### src/rtl/alu_arbiter.sv
// Two-requester round-robin front end for one shared ALU: IDLE grants, EXEC captures, RESP hands back.
// Optional grant statistics counters are enabled by defining ALU_ARB_STATS_EN.
module alu_arbiter #(
  parameter int CNT_W = 16
) (
  input  logic             clk,
  input  logic             rst_n,
  input  logic [1:0]       req_valid,
  output logic [1:0]       req_ready,
  input  logic [4:0]       req_op0,
  input  logic [4:0]       req_op1,
  input  logic [31:0]      req_a0,
  input  logic [31:0]      req_b0,
  input  logic [31:0]      req_a1,
  input  logic [31:0]      req_b1,
  output logic [4:0]       alu_op,
  output logic [31:0]      alu_in1,
  output logic [31:0]      alu_in2,
  input  logic [31:0]      alu_out,
  input  logic             alu_zero,
  output logic [1:0]       rsp_valid,
  input  logic [1:0]       rsp_ready,
  output logic [31:0]      rsp_result,
  output logic             rsp_zero
`ifdef ALU_ARB_STATS_EN
  ,
  output logic [CNT_W-1:0] grant_cnt0,
  output logic [CNT_W-1:0] grant_cnt1
`endif
);

  typedef enum logic [1:0] {
    S_IDLE = 2'd0,
    S_EXEC = 2'd1,
    S_RESP = 2'd2
  } state_t;

  state_t      r_state;
  logic        r_last;
  logic        r_gnt;
  logic [4:0]  r_op;
  logic [31:0] r_a;
  logic [31:0] r_b;
  logic [1:0]  r_rsp_valid;
  logic [31:0] r_rsp_result;
  logic        r_rsp_zero;

  logic        w_win;
  logic [1:0]  w_grant;
  logic        w_rsp_done;

  // On contention the requester that was not granted last wins.
  always_comb begin
    w_win = 1'b0;
    case (req_valid)
      2'b01:   w_win = 1'b0;
      2'b10:   w_win = 1'b1;
      2'b11:   w_win = ~r_last;
      default: w_win = 1'b0;
    endcase
  end

  always_comb begin
    w_grant = 2'b00;
    if (rst_n && (r_state == S_IDLE) && (|req_valid)) begin
      w_grant = w_win ? 2'b10 : 2'b01;
    end
  end

  assign w_rsp_done = (r_state == S_RESP) && rsp_ready[r_gnt];

  always_ff @(posedge clk or negedge rst_n) begin
    if (!rst_n) begin
      r_state      <= S_IDLE;
      r_last       <= 1'b1;
      r_gnt        <= 1'b0;
      r_op         <= '0;
      r_a          <= '0;
      r_b          <= '0;
      r_rsp_valid  <= '0;
      r_rsp_result <= '0;
      r_rsp_zero   <= 1'b0;
    end else begin
      case (r_state)
        S_IDLE: begin
          if (|req_valid) begin
            r_gnt   <= w_win;
            r_last  <= w_win;
            r_op    <= w_win ? req_op1 : req_op0;
            r_a     <= w_win ? req_a1 : req_a0;
            r_b     <= w_win ? req_b1 : req_b0;
            r_state <= S_EXEC;
          end
        end
        S_EXEC: begin
          r_rsp_result <= alu_out;
          r_rsp_zero   <= alu_zero;
          r_rsp_valid  <= r_gnt ? 2'b10 : 2'b01;
          r_state      <= S_RESP;
        end
        S_RESP: begin
          if (w_rsp_done) begin
            r_rsp_valid <= 2'b00;
            r_state     <= S_IDLE;
          end
        end
        default: begin
          r_rsp_valid <= 2'b00;
          r_state     <= S_IDLE;
        end
      endcase
    end
  end

  assign req_ready  = w_grant;
  assign alu_op     = r_op;
  assign alu_in1    = r_a;
  assign alu_in2    = r_b;
  assign rsp_valid  = r_rsp_valid;
  assign rsp_result = r_rsp_result;
  assign rsp_zero   = r_rsp_zero;

`ifdef ALU_ARB_STATS_EN
  logic [CNT_W-1:0] r_grant_cnt [2];

  genvar gi;
  generate
    for (gi = 0; gi < 2; gi++) begin : g_grant_cnt
      // Saturate at all-ones rather than wrap.
      always_ff @(posedge clk or negedge rst_n) begin
        if (!rst_n) begin
          r_grant_cnt[gi] <= '0;
        end else if (w_grant[gi] && (r_grant_cnt[gi] != {CNT_W{1'b1}})) begin
          r_grant_cnt[gi] <= r_grant_cnt[gi] + 1'b1;
        end
      end
    end
  endgenerate

  assign grant_cnt0 = r_grant_cnt[0];
  assign grant_cnt1 = r_grant_cnt[1];
`else
  generate
    if (CNT_W < 1) begin : g_cnt_w_unused
    end
  endgenerate
`endif

endmodule

### config.mk
export PLATFORM = sky130hd
export DESIGN_NAME = alu_arbiter
export DESIGN_NICKNAME = d
export VERILOG_FILES = /design/src/rtl/alu_arbiter.sv
export SDC_FILE = /design/constraint.sdc
export NUM_CORES = 1
export LEC_CHECK = 0
export ABC_AREA = 1
export ABC_CLOCK_PERIOD_IN_PS = 4300
export CORE_UTILIZATION = 42
export CTS_CLUSTER_SIZE = 25
export DETAILED_ROUTE_END_ITERATION = 10
export GPL_TIMING_DRIVEN = 0
export PLACE_DENSITY = 0.95
export SLEW_MARGIN = 20
export SYNTH_ARGS = -nofsm -noshare
export SYNTH_HDL_FRONTEND = slang
export SYNTH_SLANG_ARGS = --single-unit
### constraint.sdc
create_clock -name clk -period 4.3 [get_ports clk]
set_clock_uncertainty 0.2 [all_clocks]
set_input_delay 0.645 -clock clk [delete_from_list [all_inputs] [get_ports clk]]
set_output_delay 0.645 -clock clk [all_outputs]
set_load 0.005 [all_outputs]
# Word-level counts from Yosys, hierarchy flattened
# Cells that the tools add are included.
# word_totals
regBits	108
latchBits	0
ramBits	0
rom_bits	0
inputBits	177
out_inout_bits	106
wordCells	39
n_memories	0
# classes
addsub	0
multipliers	0
div_mod_pow	0
magnitude_cmp	1
n_eq_ne	6
shift	0
mux	13
n_bitwise	2
reduce_logical	8
# op_table
cell	count
$mux W32	2
$pmux W2 S3	2
$mux W2	5
$eq A2 B2 Y1 const B	3
$reduce_and A2 Y1	3
$mux W5	1
$logic_and A1 B1 Y1	3
$eq A2 B1 Y1 const B	1
$logic_not A2 Y1	1
$lt A1 B2 Y1 const B	1
$mux W1	2
$ne A2 B1 Y1 const B	1
$ne A2 B2 Y1 const B	1
$not A1 Y1	2
$pmux W1 S2	1
$reduce_or A2 Y1	1

# Logic depth before layout (Yosys ltp)
# depth
word_depth	5
mapped_depth	7
ltp_nobuf	6

# Least setup slack after synthesis
# No wires, ideal clock.
# synth_timing
kind	input port to output port
from	input port req_valid[0]
to	output port req_ready[0]
arrival_ps	1222
t_required_ps	3455
setup_slack_ps	2233
stages	6
path_buffers	2
path_cell_list	nand2_1 nand2_1 buf_4 buf_6 inv_1 nor2_1
# synth_between
elab_chain_cells	4
word_cells_on_any_way	7
cone_classes	2 x eq/ne; 3 x mux; 2 x reduce/logical
# synth_lines
element	line	rtl
start: declaration	8	input logic [1:0] req_valid,
$eq A2 B2 Y1	55	case (req_valid)
$pmux W1 S2	55	
$mux W2	66	w_grant = w_win ? 2'b10 : 2'b01;
$mux W2 (*)	65	if (rst_n && (r_state == S_IDLE) && (|req_valid)) begin
end: declaration	9	output logic [1:0] req_ready,
# Every way passes the cells marked *; elsewhere a longest branch is shown, timed or not.

# Final worst setup path
# Same ends and word-level chain as after synthesis.

==> run metrics <==
max-slew violation count 0; worst-path maximum fanout 10; Die ar. 12800 um2; Cell variety after synth 18; unrepaired setup endpoints after global routing false; Slowest-stage cell, CP clkdlybuf4s50_1; H-tree level count 3; Die Y 113 um; Finish-stage setup viols 0; CTS tree done; vias in the first global route 5672; Syn Inst Count 693; Post-Route Utilization 70.8%; Post-CTS Resized 0; fraction of layout cells with a size suffix above 1 4.94%; GRT Total Usage 27.9%; kind of critical path input pin to output pin; Core ar. 12000 um2; synth top area cells dfrtp_1 52%, nand2_1 18%, o21ai_0 6.9%, o21ai_1 6.7%, inv_1 5.2%; Hold/Removal Path Class input pin to async pin; Post-CTS Setup Bufs 0; area share of the largest cell type after synthesis 51.7%; Slew HR 59.4%; DP Worst Slack 0.909 ns; Vias 5669; status finished clean; VDD IR max 0.000257 V; Min Hold Slack 0.0244 ns; Die W 113 um; setup ws final 0.952 ns; post-route DRC violation count 0; Hold-fix buffers, CTS 0; sequential fraction of the synthesis area 52.2%; Worst Setup Start Kind input pin; first-pass GRT wire length 27500 um; area leader, netlist dfrtp_1; clock tree buffer depth 2; Worst-path clk slew 0.07 ns; worst path cell trace clkdlybuf4s50_1 > nand2_1 > nand2_1 > buf_4 > buf_6 > inv_1 > nor2_1 > clkdlybuf4s50_1; post-DR vias/cell 4.98; clk root buf clkbuf_16; Critical Path RT 3.45 ns; gr ovfl total 0; syn_nets 870; std cell rows 40; Main synth FF type dfrtp_1; placed cell area 8210 um2; initial core utilization 43.1%; Pwr per Cell Area 616 nW/um2; post-route insts no fill 1139; Post-Place Cells 1123; Post-synth top cells 252 x nand2_1, 107 x dfrtp_1, 72 x inv_1, 72 x nor2_1, 71 x o21ai_0; largest net degree at the start of global routing 67; Async S/R FF share, synth 100%; 1st-pass router iterations 5; minimum clock period 3.35 ns; mapped cell area 5180 um2; Final period util 77.9%; PortBufs 282; CP endpoint kind output pin; initial antenna violation count 0; Max-Cap Viols 0; number of synthesized register bits 108; Post-synth EDFFs 0; initial drt markers 316; most frequent cell after synthesis nand2_1; slowest cell delay on critical path 0.53 ns; Final Cell Area 8500 um2; routed wire length per instance 15.4 um; clk_lat worst skew 0.34 ns; Num CTS Buffers 9; Least-Margin Pin Slew 0.610 ns; kind of cell adding the most delay to the critical path buffers and inverters; Synth Area per Inst 7.47 um2; Pleak 4.05 nW; Ports 283; CTS sink cnt 108; Yosys Warn Count 0; final-report hold violation count 0; Post-DRT Antenna Nets 0; Routed WL 17500 um; Antenna Cells 0; WP buf/inv 5; Max Clk Rate 299 MHz; final-stage net count 1164; area growth from synthesis to layout 64.2%; Worst EP arrival 2.50 ns; DP HPWL 13300 um; Placer Congestion 0.834
==> flip-flops by register name, indices dropped and copies added (netlist names) <==
| signal | count |
|---|---|
| alu_in1 | 32 |
| alu_in2 | 32 |
| alu_op | 5 |
| r_gnt | 1 |
| r_last | 1 |
| r_state | 2 |
| rsp_result | 32 |
| rsp_valid | 2 |
| rsp_zero | 1 |
==> cells in the final DEF (no fill, tap or decap), drive strengths merged <==
cell,count
clkdlybuf4s50,281
nand2,254
o21ai,140
dfrtp,107
inv,75
nor2,74
buf,30
clkbuf,26
clkinv,2
nand3,1
clkinvlp,1
dfstp,1
==> stage by stage <==
| stage | power, mW | TNS, ns |
|---|---|---|
| 2_1_floorplan | 2.87 | 0 |
| 3_3_place_gp | 4.35 | -194.89 |
| 3_5_place_dp | 4.45 | 0 |
| 4_1_cts | 5.26 | 0 |
| 5_1_grt | 5.61 | 0 |
| 6_report | 5.23 | 0 |
==> logic make-up after synthesis <==
family | after synthesis | share of synthesized area (%)
compound gates | 140 | 13.5
buf+inv | 116 | 9.98
flops | 108 | 52.2
simple gates | 329 | 24.3
==> worst reg2reg max path: stages, from the launching register on <==
cell and delay [ns]:
dfstp_2 0.53, nand2_1 0.04, nand2_1 0.19, buf_4 0.25, buf_6 0.16, inv_1 0.07
nand2_1 0.10, o21ai_0 0.10
==> worst paths after layout <==
path	start	endpoint	slack (ns)	depth (start not counted)
worst max-delay path	req_valid[0]	req_ready[0]	0.95	8
worst min-delay path	rst_n	rsp_result[17]	0.02	1
worst max register to register	r_last	r_gnt	2.53	7
worst min register to register	rsp_result[18]	rsp_result[18]	0.28	2
max in group asynchronous	rst_n	r_last	3.16	2
min in group clk	rsp_result[18]	rsp_result[18]	0.28	2
==> metal layers <==
metal  up-vias  global-route usage, %  part of all wire, %
met2       268                   51.7                   51
met4         0                   10.6                  3.0
met5         -                      0                    0
met3        47                   7.93                  8.5
met1      2636                   30.0                   38
li1       2718                      -                    -
==> layout make-up <==
class	instances	area, um2
timing repair buffer	283	2850
tap	147	184
sequential	108	2700
clock inverter	4	30.0
buffer	42	239
clock buffer	12	256
inverter	74	278
fill	922	3510
multi-input combinational	469	1960
==> where the power goes <==
| group | total (mW) | internal [mW] | switching (mW) |
|---|---|---|---|
| registers | 1.79 | 1.53 | 0.262 |
| clock network | 0.806 | 0.429 | 0.377 |
| logic | 2.63 | 1.40 | 1.23 |
| total | 5.23 | 3.37 | 1.87 |
Note: power is estimated with default switching activity, not from simulation.
